<file path="config.mk">
export PLATFORM = sky130hd
export DESIGN_NAME = ioctl_slot_loader
export DESIGN_NICKNAME = d
export VERILOG_FILES = /design/src/rtl/ioctl_slot_loader.sv
export SDC_FILE = /design/constraint.sdc
export NUM_CORES = 1
export LEC_CHECK = 0
export CAP_MARGIN = 5
export CELL_PAD_IN_SITES_DETAIL_PLACEMENT = 0
export CELL_PAD_IN_SITES_GLOBAL_PLACEMENT = 1
export CORE_ASPECT_RATIO = 1.75
export CORE_MARGIN = 5
export CORE_UTILIZATION = 40
export DETAILED_ROUTE_END_ITERATION = 7
export GPL_ROUTABILITY_DRIVEN = 1
export PLACE_DENSITY_LB_ADDON = 0.1
export SLEW_MARGIN = 20
export SYNTH_ARGS = -nofsm -noshare
export SYNTH_HDL_FRONTEND = slang
export SYNTH_SLANG_ARGS = --single-unit
</file>
<file path="constraint.sdc">
create_clock -name clk_sys -period 18.76 [get_ports clk_sys]
set_clock_uncertainty 0.15 [all_clocks]
set_input_delay 5.628 -clock clk_sys [delete_from_list [all_inputs] [get_ports clk_sys]]
set_output_delay 5.628 -clock clk_sys [all_outputs]
set_load 0.005 [all_outputs]
</file>
<file path="src/rtl/ioctl_slot_loader.sv">
// Packs the data_io download byte stream into DATA_W words and writes them into one of
// SLOTS SDRAM regions through a req/ack port, tracking per-slot presence and errors.
module ioctl_slot_loader #(
    parameter int DATA_W     = 16,
    parameter int ADDR_W     = 25,
    parameter int SLOTS      = 4,
    parameter int SLOT_SHIFT = 20,
    parameter int FIFO_DEPTH = 4
) (
    input  logic                clk_sys,
    input  logic                reset_n,
    input  logic                ioctl_download,
    input  logic [7:0]          ioctl_index,
    input  logic                ioctl_wr,
    input  logic [24:0]         ioctl_addr,
    input  logic [7:0]          ioctl_dout,
    output logic                mem_req,
    output logic [ADDR_W-1:0]   mem_addr,
    output logic [DATA_W-1:0]   mem_din,
    output logic [DATA_W/8-1:0] mem_be,
    input  logic                mem_ack,
    input  logic [SLOTS-1:0]    eject,
    output logic [SLOTS-1:0]    present,
    output logic                busy,
    output logic                overflow,
    output logic [24:0]         last_size
);
    localparam int BYTES    = DATA_W / 8;
    localparam int LANE_W   = (BYTES > 1) ? $clog2(BYTES) : 1;
    localparam int SLOT_LOG = $clog2(SLOTS);
    localparam int SLOT_W   = (SLOTS > 1) ? SLOT_LOG : 1;
    localparam int PTR_W    = (FIFO_DEPTH > 1) ? $clog2(FIFO_DEPTH) : 1;
    localparam int CNT_W    = $clog2(FIFO_DEPTH) + 1;
    localparam int ENT_W    = ADDR_W + DATA_W + BYTES;

    typedef enum logic [1:0] {
        ST_IDLE  = 2'd0,
        ST_LOAD  = 2'd1,
        ST_FLUSH = 2'd2,
        ST_DRAIN = 2'd3
    } state_t;

    state_t              state_r;
    logic                dl_prev_r;
    logic [SLOT_W-1:0]   slot_r;
    logic                overflow_r;
    logic [24:0]         size_r;
    logic [24:0]         last_size_r;
    logic [SLOTS-1:0]    present_r;
    logic [DATA_W-1:0]   pack_data_r;
    logic [BYTES-1:0]    pack_be_r;
    logic [24:0]         pack_addr_r;
    logic [ENT_W-1:0]    fifo_mem_r [FIFO_DEPTH];
    logic [PTR_W-1:0]    wr_ptr_r;
    logic [PTR_W-1:0]    rd_ptr_r;
    logic [CNT_W-1:0]    count_r;
    logic                mem_req_r;
    logic [ADDR_W-1:0]   mem_addr_r;
    logic [DATA_W-1:0]   mem_din_r;
    logic [BYTES-1:0]    mem_be_r;

    logic                rise_s, fall_s, idx_ok_s, in_range_s, top_s, load_wr_s, keep_s;
    logic [LANE_W-1:0]   lane_s;
    logic [24:0]         word_s;
    logic [ADDR_W-1:0]   slot_base_s;
    logic [DATA_W-1:0]   new_data_s;
    logic [BYTES-1:0]    new_be_s;
    logic                push_a_v_s, push_b_v_s, acc_a_s, acc_b_s;
    logic [ENT_W-1:0]    ent_a_s, ent_b_s;
    logic [CNT_W-1:0]    space_s;
    logic                drop_s, pop_s, done_s, ok_s;
    logic [SLOTS-1:0]    present_next_s;

    function automatic logic [PTR_W-1:0] ptr_inc(input logic [PTR_W-1:0] p);
        return (p == PTR_W'(FIFO_DEPTH - 1)) ? '0 : p + PTR_W'(1);
    endfunction

    assign rise_s      = ioctl_download & ~dl_prev_r;
    assign fall_s      = ~ioctl_download & dl_prev_r;
    assign idx_ok_s    = (ioctl_index >> SLOT_LOG) == 8'd0;
    assign in_range_s  = (ioctl_addr >> SLOT_SHIFT) == 25'd0;
    assign lane_s      = LANE_W'(ioctl_addr & 25'(BYTES - 1));
    assign word_s      = ioctl_addr & ~25'(BYTES - 1);
    assign top_s       = lane_s == LANE_W'(BYTES - 1);
    assign slot_base_s = ADDR_W'(slot_r) << SLOT_SHIFT;
    assign load_wr_s   = (state_r == ST_LOAD) && ioctl_wr && in_range_s;
    assign keep_s      = (pack_be_r != '0) && (pack_addr_r == word_s);

    // Merge the incoming byte into the pack word and decide the up-to-two FIFO pushes.
    always_comb begin
        new_data_s = '0;
        new_be_s   = '0;
        for (int i = 0; i < BYTES; i++) begin
            new_data_s[8*i +: 8] = (lane_s == LANE_W'(i)) ? ioctl_dout
                                 : (keep_s ? pack_data_r[8*i +: 8] : 8'h00);
            new_be_s[i]          = (lane_s == LANE_W'(i)) ? 1'b1 : (keep_s & pack_be_r[i]);
        end
        push_a_v_s = ((load_wr_s && !keep_s) || (state_r == ST_FLUSH)) && (pack_be_r != '0);
        push_b_v_s = load_wr_s && top_s;
        ent_a_s    = {slot_base_s + ADDR_W'(pack_addr_r), pack_data_r, pack_be_r};
        ent_b_s    = {slot_base_s + ADDR_W'(word_s), new_data_s, new_be_s};
        space_s    = CNT_W'(FIFO_DEPTH) - count_r;
        acc_a_s    = push_a_v_s && (space_s != '0);
        acc_b_s    = push_b_v_s && (space_s > (acc_a_s ? CNT_W'(1) : CNT_W'(0)));
        drop_s     = (push_a_v_s && !acc_a_s) || (push_b_v_s && !acc_b_s)
                   || ((state_r == ST_LOAD) && ioctl_wr && !in_range_s)
                   || (((state_r == ST_FLUSH) || (state_r == ST_DRAIN)) && ioctl_wr);
        pop_s      = (count_r != '0) && !mem_req_r;
        done_s     = (state_r == ST_DRAIN) && (count_r == '0) && !mem_req_r;
        ok_s       = (size_r != 25'd0) && !(overflow_r | drop_s);
        // Completion of the active slot overrides a coincident eject.
        for (int i = 0; i < SLOTS; i++) begin
            present_next_s[i] = (done_s && (slot_r == SLOT_W'(i))) ? ok_s
                              : (present_r[i] & ~eject[i]);
        end
    end

    // FIFO storage: no reset needed, validity is tracked by the pointers and count.
    always_ff @(posedge clk_sys) begin
        if (acc_a_s) begin
            fifo_mem_r[wr_ptr_r] <= ent_a_s;
        end
        if (acc_b_s) begin
            fifo_mem_r[acc_a_s ? ptr_inc(wr_ptr_r) : wr_ptr_r] <= ent_b_s;
        end
    end

    // Control FSM, packing, FIFO bookkeeping and memory request port.
    always_ff @(posedge clk_sys) begin
        if (!reset_n) begin
            state_r     <= ST_IDLE;
            dl_prev_r   <= 1'b0;
            slot_r      <= '0;
            overflow_r  <= 1'b0;
            size_r      <= 25'd0;
            last_size_r <= 25'd0;
            present_r   <= '0;
            pack_data_r <= '0;
            pack_be_r   <= '0;
            pack_addr_r <= 25'd0;
            wr_ptr_r    <= '0;
            rd_ptr_r    <= '0;
            count_r     <= '0;
            mem_req_r   <= 1'b0;
            mem_addr_r  <= '0;
            mem_din_r   <= '0;
            mem_be_r    <= '0;
        end else begin
            dl_prev_r  <= ioctl_download;
            present_r  <= present_next_s;
            overflow_r <= ((state_r == ST_IDLE) && rise_s && idx_ok_s) ? 1'b0
                        : (overflow_r | drop_s);
            case (state_r)
                ST_IDLE: begin
                    if (rise_s && idx_ok_s) begin
                        state_r     <= ST_LOAD;
                        slot_r      <= SLOT_W'(ioctl_index);
                        size_r      <= 25'd0;
                        pack_data_r <= '0;
                        pack_be_r   <= '0;
                        pack_addr_r <= 25'd0;
                    end
                end
                ST_LOAD: begin
                    if (load_wr_s) begin
                        pack_data_r <= top_s ? '0 : new_data_s;
                        pack_be_r   <= top_s ? '0 : new_be_s;
                        pack_addr_r <= word_s;
                        if ((ioctl_addr + 25'd1) > size_r) begin
                            size_r <= ioctl_addr + 25'd1;
                        end
                    end
                    if (fall_s) begin
                        state_r <= ST_FLUSH;
                    end
                end
                ST_FLUSH: begin
                    pack_data_r <= '0;
                    pack_be_r   <= '0;
                    state_r     <= ST_DRAIN;
                end
                ST_DRAIN: begin
                    if (done_s) begin
                        state_r     <= ST_IDLE;
                        last_size_r <= size_r;
                    end
                end
                default: state_r <= ST_IDLE;
            endcase
            wr_ptr_r <= (acc_a_s && acc_b_s) ? ptr_inc(ptr_inc(wr_ptr_r))
                      : ((acc_a_s || acc_b_s) ? ptr_inc(wr_ptr_r) : wr_ptr_r);
            count_r  <= count_r + CNT_W'(acc_a_s) + CNT_W'(acc_b_s) - CNT_W'(pop_s);
            if (pop_s) begin
                rd_ptr_r <= ptr_inc(rd_ptr_r);
                mem_req_r <= 1'b1;
                {mem_addr_r, mem_din_r, mem_be_r} <= fifo_mem_r[rd_ptr_r];
            end else if (mem_req_r && mem_ack) begin
                mem_req_r <= 1'b0;
            end
        end
    end

    assign mem_req   = mem_req_r;
    assign mem_addr  = mem_addr_r;
    assign mem_din   = mem_din_r;
    assign mem_be    = mem_be_r;
    assign present   = present_r;
    assign overflow  = overflow_r;
    assign last_size = last_size_r;
    assign busy      = (state_r != ST_IDLE) | (count_r != '0) | mem_req_r;
endmodule

</file>
==> results of run 1 <==
-- stage by stage --
step                cell area, sq um  worst slack, ns  cells   util
floorplan                      15500             8.76   1358      -
global placement               17100             7.56   1892  0.445
detailed placement             17100             7.41   1892  0.445
CTS                            18100             8.04   1950  0.472
global route                   18100             7.83   1950  0.472
finish                         18100             8.08   1950  0.472
-- power groups by stage --
| stage | Sequential [mW] | Combinational [mW] | Clock, mW |
|---|---|---|---|
| after floorplan | 0.798 | 0.278 | 0 |
| after global placement | 0.825 | 0.438 | 0 |
| after detailed placement | 0.826 | 0.439 | 0 |
| after CTS | 0.810 | 0.440 | 0.672 |
| after global routing | 0.815 | 0.472 | 0.699 |
| final | 0.808 | 0.427 | 0.653 |
-- cells in the mapped netlist (3+ instances only) --
| cell type | instances | area, sq um |
|---|---|---|
| sky130_fd_sc_hd__ha_1 | 44 | 551 |
| sky130_fd_sc_hd__nand2b_1 | 8 | 50.1 |
| sky130_fd_sc_hd__buf_6 | 5 | 56.3 |
| sky130_fd_sc_hd__and3_1 | 14 | 87.6 |
| sky130_fd_sc_hd__a21oi_1 | 112 | 561 |
| sky130_fd_sc_hd__fa_1 | 3 | 60.1 |
| sky130_fd_sc_hd__or3_1 | 3 | 18.8 |
| sky130_fd_sc_hd__dfxtp_1 | 152 | 3040 |
| sky130_fd_sc_hd__a211oi_1 | 8 | 60.1 |
| sky130_fd_sc_hd__and2_1 | 50 | 313 |
| sky130_fd_sc_hd__mux2_1 | 5 | 56.3 |
| sky130_fd_sc_hd__nor3_1 | 12 | 60.1 |
| sky130_fd_sc_hd__buf_1 | 8 | 30.0 |
| sky130_fd_sc_hd__mux4_2 | 42 | 946 |
| sky130_fd_sc_hd__nor4_1 | 10 | 62.6 |
| sky130_fd_sc_hd__clkbuf_1 | 59 | 221 |
| sky130_fd_sc_hd__inv_1 | 65 | 244 |
| sky130_fd_sc_hd__mux2i_1 | 13 | 130 |
| sky130_fd_sc_hd__nor2b_1 | 20 | 125 |
| sky130_fd_sc_hd__nor4_2 | 4 | 50.1 |
| sky130_fd_sc_hd__o31a_1 | 3 | 26.3 |
| sky130_fd_sc_hd__xor2_1 | 37 | 324 |
| sky130_fd_sc_hd__buf_2 | 16 | 80.1 |
| sky130_fd_sc_hd__xnor2_1 | 18 | 158 |
| sky130_fd_sc_hd__nand2_1 | 208 | 781 |
| sky130_fd_sc_hd__nor2_1 | 26 | 97.6 |
| sky130_fd_sc_hd__nand4_1 | 9 | 56.3 |
| sky130_fd_sc_hd__o2bb2ai_1 | 19 | 166 |
| sky130_fd_sc_hd__and4_1 | 7 | 61.3 |
| sky130_fd_sc_hd__edfxtp_1 | 168 | 5040 |
| sky130_fd_sc_hd__mux2_2 | 90 | 1010 |
| sky130_fd_sc_hd__nand3_1 | 47 | 235 |
| sky130_fd_sc_hd__mux2_4 | 24 | 360 |
| sky130_fd_sc_hd__o211ai_1 | 5 | 37.5 |
| sky130_fd_sc_hd__o21ai_0 | 12 | 60.1 |
-- cell families (layout without fill, tap and decap cells) --
| group | after synthesis | in the layout | share of synthesized area |
|---|---|---|---|
| AO/OA/AOI/OAI | 175 | 175 | 0.0684 |
| XOR/XNOR | 55 | 55 | 0.0310 |
| adder cells (fa/ha/maj) | 47 | 47 | 0.0393 |
| buffers and inverters | 158 | 265 | 0.0445 |
| flip-flops | 320 | 320 | 0.521 |
| multiplexers | 174 | 174 | 0.161 |
| other | 1 | 1 | 0.000242 |
| AND/OR/NAND/NOR | 428 | 428 | 0.134 |
-- layout by cell type (no fill, tap or decap), types with 8 or more instances in the layout --
cell type                         instances
sky130_fd_sc_hd__a211oi_1                 8
sky130_fd_sc_hd__edfxtp_1               168
sky130_fd_sc_hd__and3_1                  14
sky130_fd_sc_hd__dfxtp_1                150
sky130_fd_sc_hd__a21oi_1                111
sky130_fd_sc_hd__mux2_4                  24
sky130_fd_sc_hd__nand3_1                 47
sky130_fd_sc_hd__nor4_1                  10
sky130_fd_sc_hd__nor2_1                  26
sky130_fd_sc_hd__inv_1                   64
sky130_fd_sc_hd__mux4_2                  42
sky130_fd_sc_hd__nand2b_1                 8
sky130_fd_sc_hd__and2_1                  50
sky130_fd_sc_hd__ha_1                    44
sky130_fd_sc_hd__nand2_1                204
sky130_fd_sc_hd__mux2i_1                 13
sky130_fd_sc_hd__nor3_1                  12
sky130_fd_sc_hd__buf_4                   18
sky130_fd_sc_hd__xnor2_1                 18
sky130_fd_sc_hd__clkdlybuf4s50_1        123
sky130_fd_sc_hd__o2bb2ai_1               19
sky130_fd_sc_hd__clkbuf_16               32
sky130_fd_sc_hd__nand4_1                  9
sky130_fd_sc_hd__xor2_1                  37
sky130_fd_sc_hd__mux2_2                  90
sky130_fd_sc_hd__o21ai_0                 11
sky130_fd_sc_hd__nor2b_1                 20
-- layout make-up --
| cell class | count | share of cell area |
|---|---|---|
| clock buffers | 43 | 0.0497 |
| clock inverters | 15 | 0.00890 |
| inverters | 66 | 0.0137 |
| multi-input cells | 880 | 0.373 |
| flip-flops and latches | 320 | 0.446 |
| well taps | 485 | 0.0335 |
| repair buffers | 141 | 0.0753 |
-- how the worst max path moves through the flow --
stage / endpoint / slack [ns] / startpoint / cells past startpoint
detailed placement: fifo_mem_r[0][15] / 7.41 / ioctl_addr[13] / 13
global placement: fifo_mem_r[0][17] / 7.56 / ioctl_addr[15] / 13
floorplan: fifo_mem_r[1][0] / 8.76 / ioctl_addr[5] / 15
CTS: fifo_mem_r[0][13] / 8.04 / ioctl_addr[19] / 13
global route: fifo_mem_r[0][15] / 7.83 / ioctl_addr[13] / 13
finish: fifo_mem_r[1][20] / 8.08 / ioctl_addr[13] / 13
-- metal layers --
| layer | track usage | up-vias |
|---|---|---|
| li1 | - | 4980 |
| met1 | 0.210 | 5135 |
| met2 | 0.385 | 197 |
| met3 | 0.0227 | 80 |
| met4 | 0.0804 | 0 |
| met5 | 0 | - |
-- worst max-delay path, cell delays in order --
cell	delay, ns
sky130_fd_sc_hd__clkdlybuf4s50_1	0.78
sky130_fd_sc_hd__xor2_1	0.26
sky130_fd_sc_hd__nor4_2	0.33
sky130_fd_sc_hd__nand4_2	0.19
sky130_fd_sc_hd__o31ai_4	0.48
sky130_fd_sc_hd__nor2_4	0.15
sky130_fd_sc_hd__ha_1	0.30
sky130_fd_sc_hd__o211ai_1	0.26
sky130_fd_sc_hd__nand2_1	0.23
sky130_fd_sc_hd__or3_1	0.39
sky130_fd_sc_hd__mux2_2	0.65
sky130_fd_sc_hd__nand2_2	0.61
sky130_fd_sc_hd__buf_4	0.47
-- sequential cells by signal, summed over array words and instances (netlist names), 3 cells and up --
register / flops
count_r: 3
mem_din: 16
pack_data_r: 16
size_r: 25
fifo_mem_r: 168
present: 4
mem_addr: 24
pack_addr_r: 24
last_size: 25
==> metrics.txt, run 1 <==
# TYPE chip_impl_metric gauge
chip_impl_info{name="endpoint_kind",value="register"} 1
chip_impl_metric{name="detail_route.first_pass.iterations",unit=""} 5
chip_impl_metric{name="ys_seq_area_frac",unit=""} 0.521
chip_impl_metric{name="die_area",unit="sq um"} 43000
chip_impl_metric{name="worst-r2r-cell-count",unit=""} 12
chip_impl_info{name="worstHoldPathType",value="reg -> reg"} 1
chip_impl_metric{name="crit_arrival",unit="ns"} 10.76
chip_impl_metric{name="cts_hold_buf",unit=""} 0
chip_impl_metric{name="first_iter_violations",unit=""} 431
chip_impl_info{name="clock-root-buffer",value="sky130_fd_sc_hd__clkbuf_16"} 1
chip_impl_metric{name="io_pins",unit=""} 125
chip_impl_metric{name="core_area",unit="sq um"} 38400
chip_impl_metric{name="met3_wirelength",unit="microns"} 1320
chip_impl_metric{name="post_cts.resized_instances",unit=""} 0
chip_impl_info{name="holdCritStartpoint",value="mem_din[2]"} 1
chip_impl_metric{name="clock_latency_on_the_worst_skew_pair",unit="ns"} 0.58
chip_impl_metric{name="timing.slew.headroom",unit=""} 0.246
chip_impl_metric{name="mappedNetlistNets",unit=""} 1455
chip_impl_info{name="postSynth.topFlopCell",value="sky130_fd_sc_hd__edfxtp_1"} 1
chip_impl_metric{name="multi_input_area",unit="sq um"} 6760
chip_impl_metric{name="placement.io_buffers",unit=""} 123
chip_impl_metric{name="grt_overflow_total",unit=""} 0
chip_impl_metric{name="async_reset_ff_frac",unit=""} 0
chip_impl_info{name="run_status",value="completed"} 1
chip_impl_metric{name="place_hpwl",unit="microns"} 30400
chip_impl_metric{name="setup_total_negative_slack",unit="ns"} 0
chip_impl_metric{name="swShare",unit=""} 0.299
chip_impl_metric{name="viasPerCell",unit=""} 5.33
chip_impl_metric{name="hold_slack",unit="ns"} 0.303
chip_impl_info{name="cts_tree",value="done"} 1
chip_impl_metric{name="cts.path.max_buffers",unit=""} 3
chip_impl_metric{name="grt_first_pass_wirelength",unit="microns"} 66300
chip_impl_metric{name="totalPowerFinal",unit="mW"} 1.89
chip_impl_metric{name="final.period_utilization",unit=""} 0.569
chip_impl_metric{name="post_synth_inst_count",unit=""} 1358
chip_impl_metric{name="antenna_cells",unit=""} 0
chip_impl_metric{name="setup_violations",unit=""} 0
chip_impl_metric{name="power.share.combinational",unit=""} 0.226
chip_impl_metric{name="cts_htree_levels",unit=""} 1
chip_impl_metric{name="layout_min_cycle_time",unit="ns"} 10.68
chip_impl_metric{name="wl_per_cell",unit="microns"} 22.2
chip_impl_metric{name="ant_nets",unit=""} 0
chip_impl_metric{name="internal-power",unit="mW"} 1.32
chip_impl_metric{name="setup_bufs_post_cts",unit=""} 0
chip_impl_metric{name="synth.lib_cells_used.distinct",unit=""} 60
chip_impl_metric{name="drc",unit=""} 0
chip_impl_info{name="worst_r2r_endpoint",value="fifo_mem_r[1][20]"} 1
chip_impl_metric{name="irDropWorstVdd",unit="mV"} 0.0604
chip_impl_info{name="hold_end",value="mem_din[2]"} 1
chip_impl_metric{name="ys_warnings",unit=""} 0
chip_impl_metric{name="area_growth",unit="%"} 16.8
chip_impl_metric{name="final.fill_count",unit=""} 3572
chip_impl_metric{name="p_leak",unit="nW"} 6.73
chip_impl_metric{name="timing.reg2reg.setup_slack",unit="ns"} 13.49
chip_impl_metric{name="cp.required",unit="ns"} 18.84
chip_impl_metric{name="clkPwrFrac",unit=""} 0.346
chip_impl_info{name="grt_setup_unrepaired",value="false"} 1
chip_impl_metric{name="dr_total_vias",unit=""} 10400
chip_impl_metric{name="die_h",unit="microns"} 271
chip_impl_metric{name="average_cell_area_after_synthesis",unit="sq um"} 11.4
chip_impl_info{name="top_signal_layer_used",value="met4"} 1
chip_impl_metric{name="gpl.final_weighted_congestion",unit=""} 0.860
chip_impl_metric{name="number_of_antenna_violations_at_the_first_check_in_global_routing",unit=""} 1
chip_impl_info{name="timing.rr.start",value="pack_addr_r[10]"} 1
chip_impl_metric{name="worst_pin_slew",unit="ns"} 1.13
chip_impl_metric{name="clock_sink_count",unit=""} 320
chip_impl_metric{name="synth_edf_count",unit=""} 168
chip_impl_metric{name="power.density",unit="nW/um^2"} 104
chip_impl_metric{name="slew_viol_final",unit=""} 0
chip_impl_metric{name="p_seq_frac",unit=""} 0.428
chip_impl_info{name="timing.critical_path.from_type",value="primary input"} 1
chip_impl_metric{name="die_x",unit="microns"} 159
chip_impl_metric{name="flip_flop_and_latch_count_after_synthesis",unit=""} 320
chip_impl_metric{name="timing.max_cap.violations",unit=""} 0
chip_impl_metric{name="critical_path_peak_fanout",unit=""} 35
chip_impl_metric{name="number_of_global_route_vias_before_repair",unit=""} 10900
chip_impl_metric{name="globalRouteTotalUtil",unit=""} 0.197
chip_impl_metric{name="floorplan.initialDensity",unit=""} 0.404
chip_impl_metric{name="wl_met1",unit="microns"} 15800
chip_impl_metric{name="routed-wl-met2",unit="microns"} 24300
chip_impl_metric{name="cts-buffers-inserted",unit=""} 31
chip_impl_metric{name="placementRows",unit=""} 95
chip_impl_metric{name="power_switching",unit="mW"} 0.565
chip_impl_metric{name="layout.nets",unit=""} 1537
chip_impl_metric{name="mappedNetlistArea",unit="sq um"} 15500
chip_impl_metric{name="pin_count_of_the_biggest_net_entering_global_routing",unit=""} 62
chip_impl_metric{name="timing.hold.worst_path_depth",unit=""} 2
chip_impl_metric{name="hold_viol",unit=""} 0
chip_impl_info{name="timing_worst_setup_path_type",value="in -> reg"} 1
chip_impl_metric{name="seq_area",unit="sq um"} 8090
chip_impl_metric{name="drt_wl_total",unit="microns"} 43200
chip_impl_metric{name="timing.fmax",unit="MHz"} 93.6
chip_impl_metric{name="post_route_cells_drive_above_1_share",unit=""} 0.166
chip_impl_metric{name="clkTransAtPathRegs",unit="ns"} 0.06
Note: power is estimated with default switching activity, not from simulation.
==> inputs of run 2 (changes only) <==
==> constraint.sdc (replaced) <==
create_clock -name clk_sys -period 11.14 [get_ports clk_sys]
set_clock_uncertainty 0.15 [all_clocks]
set_input_delay 3.342 -clock clk_sys [delete_from_list [all_inputs] [get_ports clk_sys]]
set_output_delay 3.342 -clock clk_sys [all_outputs]
set_load 0.005 [all_outputs]
==> metrics.txt, run 2 (same netlist as run 1, synthesis figures left out) <==
# TYPE chip_impl_metric gauge
chip_impl_info{name="run_status",value="completed"} 1
chip_impl_metric{name="setup_bufs_post_cts",unit=""} 0
chip_impl_metric{name="final.period_utilization",unit=""} 0.754
chip_impl_metric{name="drc",unit=""} 0
chip_impl_metric{name="power.share.combinational",unit=""} 0.223
chip_impl_metric{name="cp.required",unit="ns"} 11.21
chip_impl_metric{name="cts_htree_levels",unit=""} 1
chip_impl_metric{name="number_of_global_route_vias_before_repair",unit=""} 11100
chip_impl_metric{name="clkPwrFrac",unit=""} 0.355
chip_impl_metric{name="irDropWorstVdd",unit="mV"} 0.132
chip_impl_info{name="worstPathCellList",value="clkdlybuf4s50_1, xor2_1, nor4_2, nand4_2, o31ai_4, nor2_4, ha_1, o211ai_1, and2_1, nand2_1, mux2_2, nand2_2, buf_4"} 1
chip_impl_metric{name="setup_violations",unit=""} 0
chip_impl_metric{name="met1_usage_in_global_routing",unit=""} 0.207
chip_impl_info{name="clock-root-buffer",value="sky130_fd_sc_hd__clkbuf_16"} 1
chip_impl_metric{name="grt_first_pass_wirelength",unit="microns"} 67400
chip_impl_info{name="worstHoldPathType",value="reg -> reg"} 1
chip_impl_metric{name="timing.reg2reg.setup_slack",unit="ns"} 5.87
chip_impl_metric{name="die_area",unit="sq um"} 43000
chip_impl_info{name="endpoint_kind",value="register"} 1
chip_impl_metric{name="viasPerCell",unit=""} 5.36
chip_impl_metric{name="placement.io_buffers",unit=""} 123
chip_impl_metric{name="power_switching",unit="mW"} 0.947
chip_impl_metric{name="crit_arrival",unit="ns"} 8.46
chip_impl_metric{name="number_of_antenna_violations_at_the_first_check_in_global_routing",unit=""} 2
chip_impl_metric{name="p_seq_frac",unit=""} 0.422
chip_impl_metric{name="crit_path_max_incr_delay",unit="ns"} 0.76
chip_impl_info{name="critPathSlowestCell",value="sky130_fd_sc_hd__clkdlybuf4s50_1"} 1
chip_impl_metric{name="pin_count_of_the_biggest_net_entering_global_routing",unit=""} 61
chip_impl_metric{name="internal-power",unit="mW"} 2.28
chip_impl_metric{name="cts_hold_buf",unit=""} 0
chip_impl_metric{name="detail_route.first_pass.iterations",unit=""} 4
chip_impl_metric{name="die_h",unit="microns"} 271
chip_impl_info{name="most-common-layout-cells",value="sky130_fd_sc_hd__nand2_1 (204), sky130_fd_sc_hd__edfxtp_1 (168), sky130_fd_sc_hd__dfxtp_1 (150)"} 1
chip_impl_metric{name="layout.nets",unit=""} 1537
chip_impl_info{name="critPathTopFamily",value="simple AND/OR/NAND/NOR gates"} 1
chip_impl_metric{name="first_iter_violations",unit=""} 419
chip_impl_metric{name="cts.path.max_buffers",unit=""} 3
chip_impl_metric{name="dr_total_vias",unit=""} 10500
chip_impl_info{name="layout_commonest_cell",value="sky130_fd_sc_hd__nand2_1"} 1
chip_impl_metric{name="io_pins",unit=""} 125
chip_impl_metric{name="core_area",unit="sq um"} 38400
chip_impl_metric{name="place_hpwl",unit="microns"} 30700
chip_impl_metric{name="ant_nets",unit=""} 0
chip_impl_metric{name="worst_pin_slew",unit="ns"} 1.11
chip_impl_metric{name="die_x",unit="microns"} 159
chip_impl_metric{name="layout_min_cycle_time",unit="ns"} 8.40
chip_impl_metric{name="post_route_cells_drive_above_1_share",unit=""} 0.164
chip_impl_info{name="timing_worst_setup_path_type",value="in -> reg"} 1
chip_impl_metric{name="swShare",unit=""} 0.293
chip_impl_metric{name="cts-buffers-inserted",unit=""} 31
chip_impl_metric{name="wl_per_cell",unit="microns"} 22.3
chip_impl_metric{name="setup_total_negative_slack",unit="ns"} 0
chip_impl_metric{name="grt_overflow_total",unit=""} 0
chip_impl_metric{name="post_cts.resized_instances",unit=""} 0
chip_impl_metric{name="slew_viol_final",unit=""} 0
chip_impl_info{name="largest-register",value="fifo_mem_r"} 1
chip_impl_metric{name="timing.slew.headroom",unit=""} 0.261
chip_impl_metric{name="clock_latency_on_the_worst_skew_pair",unit="ns"} 0.57
chip_impl_metric{name="layout.cell_area.non_filler",unit="sq um"} 18200
chip_impl_metric{name="timing.fmax",unit="MHz"} 119
chip_impl_metric{name="hold_viol",unit=""} 0
chip_impl_metric{name="p_leak",unit="nW"} 6.75
chip_impl_metric{name="clkTransAtPathRegs",unit="ns"} 0.06
chip_impl_metric{name="met3_usage_grt",unit=""} 0.0279
chip_impl_metric{name="timing.max_cap.violations",unit=""} 0
chip_impl_metric{name="power.density",unit="nW/um^2"} 178
chip_impl_info{name="cts_tree",value="done"} 1
chip_impl_metric{name="critical_path_buf_inv_count",unit=""} 2
chip_impl_metric{name="globalRouteTotalUtil",unit=""} 0.199
chip_impl_metric{name="critical_path_peak_fanout",unit=""} 35
chip_impl_metric{name="clock_sink_count",unit=""} 320
chip_impl_metric{name="drt_wl_total",unit="microns"} 43500
chip_impl_metric{name="area_growth",unit="%"} 17.1
chip_impl_metric{name="totalPowerFinal",unit="mW"} 3.23
chip_impl_metric{name="detailed_place.area",unit="sq um"} 17100
chip_impl_info{name="timing.critical_path.from_type",value="primary input"} 1
chip_impl_info{name="global_route.peak_usage_layer",value="met2"} 1
chip_impl_metric{name="gr-usage-met2",unit=""} 0.384
chip_impl_metric{name="hold_slack",unit="ns"} 0.301
chip_impl_metric{name="largest_register_ffs",unit=""} 168
chip_impl_info{name="grt_setup_unrepaired",value="false"} 1
chip_impl_metric{name="gpl.final_weighted_congestion",unit=""} 0.861
chip_impl_metric{name="placementRows",unit=""} 95
chip_impl_metric{name="floorplan.initialDensity",unit=""} 0.404
## run 2: per-layer routing
| metal | vias to the layer above | wire (microns) |
|---|---|---|
| met5 | - | 0 |
| met4 | 0 | 2340 |
| met3 | 96 | 1730 |
| met2 | 253 | 23800 |
| met1 | 5116 | 15600 |
| li1 | 4985 | - |
## run 2: final cells by class
type                    count  area (sq um)
diodes                      2          5.00
clock inverters            16           264
repair buffers            141          1370
flip-flops and latches    320          8090
multi-input cells         880          6760
inverters                  66           249
clock buffers              41           833
fillers                  3550         20200
well taps                 485           607
## run 2: power groups by stage
stage,clock [mW],sequential [mW],combinational [mW]
after floorplan,0,1.34,0.467
after global placement,0,1.39,0.738
after detailed placement,0,1.39,0.739
after CTS,1.18,1.37,0.742
after global routing,1.22,1.37,0.791
final,1.15,1.36,0.719
## run 2: worst reg2reg max path, delay by kind of cell, from the launching register on
family	cells	cell delay [ns]
flops	1	0.48
compound gates	2	0.72
simple gates	6	1.94
xor+xnor	1	0.14
mux	1	0.68
buf+inv	1	0.49
fa+ha+maj	1	0.30
## run 2: per-stage QoR
stage	std cells	setup WS (ns)	utilization
floorplan	1358	3.43	-
global placement	1892	2.23	0.445
detailed placement	1892	2.13	0.445
CTS	1949	2.75	0.473
global route	1951	2.49	0.473
finish	1951	2.74	0.473
## run 2: path summary, 6_finish.rpt
check                        from                end  cells after the start
setup / recovery   ioctl_addr[13]  fifo_mem_r[0][11]                     13
hold / removal         mem_din[2]         mem_din[2]                      2
setup reg to reg  pack_addr_r[10]  fifo_mem_r[0][11]                     12
hold reg to reg        mem_din[2]         mem_din[2]                      2
==> inputs of run 3 (changes only) <==
==> constraint.sdc (replaced) <==
create_clock -name clk_sys -period 6.9 [get_ports clk_sys]
set_clock_uncertainty 0.15 [all_clocks]
set_input_delay 2.07 -clock clk_sys [delete_from_list [all_inputs] [get_ports clk_sys]]
set_output_delay 2.07 -clock clk_sys [all_outputs]
set_load 0.005 [all_outputs]
==> metrics.txt, run 3 (same netlist as run 1, synthesis figures left out) <==
# TYPE chip_impl_metric gauge
chip_impl_info{name="run_status",value="completed"} 1
chip_impl_metric{name="core_area",unit="sq um"} 38400
chip_impl_metric{name="slew_viol_final",unit=""} 0
chip_impl_metric{name="layout_min_cycle_time",unit="ns"} 5.88
chip_impl_metric{name="detailed_place.area",unit="sq um"} 17400
chip_impl_metric{name="setup_violations",unit=""} 0
chip_impl_metric{name="cts-buffers-inserted",unit=""} 31
chip_impl_metric{name="cts_htree_levels",unit=""} 1
chip_impl_info{name="largest-register",value="fifo_mem_r"} 1
chip_impl_metric{name="first_iter_violations",unit=""} 443
chip_impl_metric{name="cts_hold_buf",unit=""} 0
chip_impl_metric{name="p_leak",unit="nW"} 6.92
chip_impl_info{name="layout_commonest_cell",value="sky130_fd_sc_hd__nand2_1"} 1
chip_impl_info{name="endpoint_kind",value="register"} 1
chip_impl_metric{name="io_pins",unit=""} 125
chip_impl_info{name="cts_tree",value="done"} 1
chip_impl_metric{name="die_x",unit="microns"} 159
chip_impl_metric{name="die_h",unit="microns"} 271
chip_impl_metric{name="final.period_utilization",unit=""} 0.852
chip_impl_metric{name="number_of_antenna_violations_at_the_first_check_in_global_routing",unit=""} 0
chip_impl_metric{name="cts.path.max_buffers",unit=""} 3
chip_impl_metric{name="layout.cell_area.non_filler",unit="sq um"} 18500
chip_impl_metric{name="pin_count_of_the_biggest_net_entering_global_routing",unit=""} 60
chip_impl_metric{name="die_area",unit="sq um"} 43000
chip_impl_info{name="worstHoldPathType",value="reg -> reg"} 1
chip_impl_info{name="clock-root-buffer",value="sky130_fd_sc_hd__clkbuf_16"} 1
chip_impl_metric{name="detail_route.first_pass.iterations",unit=""} 5
chip_impl_metric{name="setup_bufs_post_cts",unit=""} 0
chip_impl_metric{name="cp.required",unit="ns"} 7.08
chip_impl_info{name="timing.rr.start",value="pack_addr_r[10]"} 1
chip_impl_metric{name="hold_viol",unit=""} 0
chip_impl_info{name="grt_setup_unrepaired",value="false"} 1
chip_impl_metric{name="grt_overflow_total",unit=""} 0
chip_impl_metric{name="timing.reg2reg.setup_slack",unit="ns"} 2.66
chip_impl_metric{name="gpl.final_weighted_congestion",unit=""} 0.873
chip_impl_info{name="worstPathCellList",value="clkdlybuf4s50_1, xor2_1, nor4_2, nand4_2, o31ai_4, nor2_4, ha_1, o211ai_1, nand2_1, or4_1, o41a_2, buf_4, mux2_4"} 1
chip_impl_metric{name="crit_path_max_incr_delay",unit="ns"} 0.66
chip_impl_metric{name="worst-r2r-cell-count",unit=""} 12
chip_impl_metric{name="post_cts.resized_instances",unit=""} 0
chip_impl_metric{name="ant_nets",unit=""} 0
chip_impl_metric{name="irDropWorstVdd",unit="mV"} 0.187
chip_impl_metric{name="timing.slew.headroom",unit=""} 0.352
chip_impl_metric{name="antenna_cells",unit=""} 0
chip_impl_metric{name="grt_first_pass_wirelength",unit="microns"} 65700
chip_impl_metric{name="layout.nets",unit=""} 1570
chip_impl_metric{name="timing.max_cap.violations",unit=""} 0
chip_impl_metric{name="viasPerCell",unit=""} 5.28
chip_impl_metric{name="drt_wl_total",unit="microns"} 42500
chip_impl_metric{name="timing.fmax",unit="MHz"} 170
chip_impl_info{name="holdCritStartpoint",value="mem_addr[4]"} 1
chip_impl_info{name="hold_end",value="mem_addr[4]"} 1
chip_impl_metric{name="clkTransAtPathRegs",unit="ns"} 0.06
chip_impl_metric{name="setup_total_negative_slack",unit="ns"} 0
chip_impl_metric{name="worst_pin_slew",unit="ns"} 0.972
chip_impl_info{name="timing.critical_path.from_type",value="primary input"} 1
chip_impl_info{name="critPathSlowestCell",value="sky130_fd_sc_hd__clkdlybuf4s50_1"} 1
chip_impl_metric{name="wl_per_cell",unit="microns"} 21.4
chip_impl_info{name="timing_worst_setup_path_type",value="in -> reg"} 1
chip_impl_metric{name="largest_register_ffs",unit=""} 168
chip_impl_metric{name="timing.hold.worst_path_depth",unit=""} 2
chip_impl_metric{name="area_growth",unit="%"} 19.1
chip_impl_metric{name="placement.io_buffers",unit=""} 123
chip_impl_metric{name="drc",unit=""} 0
chip_impl_metric{name="power.density",unit="nW/um^2"} 278
chip_impl_info{name="worst_r2r_endpoint",value="fifo_mem_r[3][32]"} 1
chip_impl_metric{name="critical_path_peak_fanout",unit=""} 23
chip_impl_metric{name="clock_sink_count",unit=""} 320
chip_impl_metric{name="crit_arrival",unit="ns"} 6.07
chip_impl_metric{name="globalRouteTotalUtil",unit=""} 0.194
chip_impl_info{name="most-common-layout-cells",value="sky130_fd_sc_hd__nand2_1 (203), sky130_fd_sc_hd__edfxtp_1 (168), sky130_fd_sc_hd__dfxtp_1 (150)"} 1
chip_impl_metric{name="final.fill_count",unit=""} 3569
chip_impl_metric{name="dr_total_vias",unit=""} 10500
chip_impl_metric{name="place_hpwl",unit="microns"} 30000
chip_impl_metric{name="clock_latency_on_the_worst_skew_pair",unit="ns"} 0.59
chip_impl_metric{name="floorplan.initialDensity",unit=""} 0.404
chip_impl_metric{name="number_of_global_route_vias_before_repair",unit=""} 11100
chip_impl_metric{name="placementRows",unit=""} 95
chip_impl_metric{name="post_route_cells_drive_above_1_share",unit=""} 0.186
run 3: worst max-delay path, delay by kind of cell:
| kind | cells | cell delay, ns |
|---|---|---|
| buffers and inverters | 2 | 0.94 |
| and+or+nand+nor | 5 | 1.32 |
| adders and majority gates | 1 | 0.27 |
| xor gates and xnor gates | 1 | 0.25 |
| AOI/OAI and AO/OA | 3 | 0.83 |
| muxes | 1 | 0.35 |
run 3: layout make-up:
type / count / area [sq um] / area share
tap: 485 / 607 / 0.0328
multi-input combinational: 880 / 6760 / 0.366
timing repair buffer: 174 / 1730 / 0.0934
inverter: 66 / 249 / 0.0135
clock buffer: 36 / 805 / 0.0435
clock inverter: 22 / 254 / 0.0137
sequential: 320 / 8090 / 0.437
run 3: power by group:
part	total, mW	switching (mW)	internal (mW)
sequential	2.15	0.0697	2.08
clock	1.78	0.758	1.03
combinational	1.21	0.702	0.508
run 3: how the worst max path moves through the flow:
stage                              from                 to  slack, ns
final                     ioctl_addr[6]  fifo_mem_r[3][32]       1.02
after global routing      ioctl_addr[6]         count_r[2]       0.68
after CTS                 ioctl_addr[8]         count_r[2]        1.0
after detailed placement  ioctl_addr[8]  fifo_mem_r[3][32]       0.38
after global placement    ioctl_addr[8]  fifo_mem_r[3][28]       0.41
after floorplan           ioctl_addr[5]   fifo_mem_r[1][0]       0.46
run 3: per-layer routing:
metal	up-vias	global-route usage	wire length [microns]
met5	-	0	0
met4	0	0.0829	1850
met3	71	0.0260	1620
met2	214	0.374	23200
met1	5131	0.209	15800
li1	5061	-	-
run 3: through the flow:
stage | std cells | hold slack (ns) | util | setup slack [ns] | power, mW
2_1_floorplan | 1358 | 0.303 | - | 0.458 | 2.92
3_3_place_gp | 1925 | 0.293 | 0.454 | 0.409 | 3.43
4_1_cts | 1983 | 0.305 | 0.482 | 0.999 | 5.24
3_5_place_dp | 1925 | 0.296 | 0.454 | 0.385 | 3.44
5_1_grt | 1983 | 0.322 | 0.482 | 0.682 | 5.42
6_report | 1983 | 0.303 | 0.482 | 1.02 | 5.14
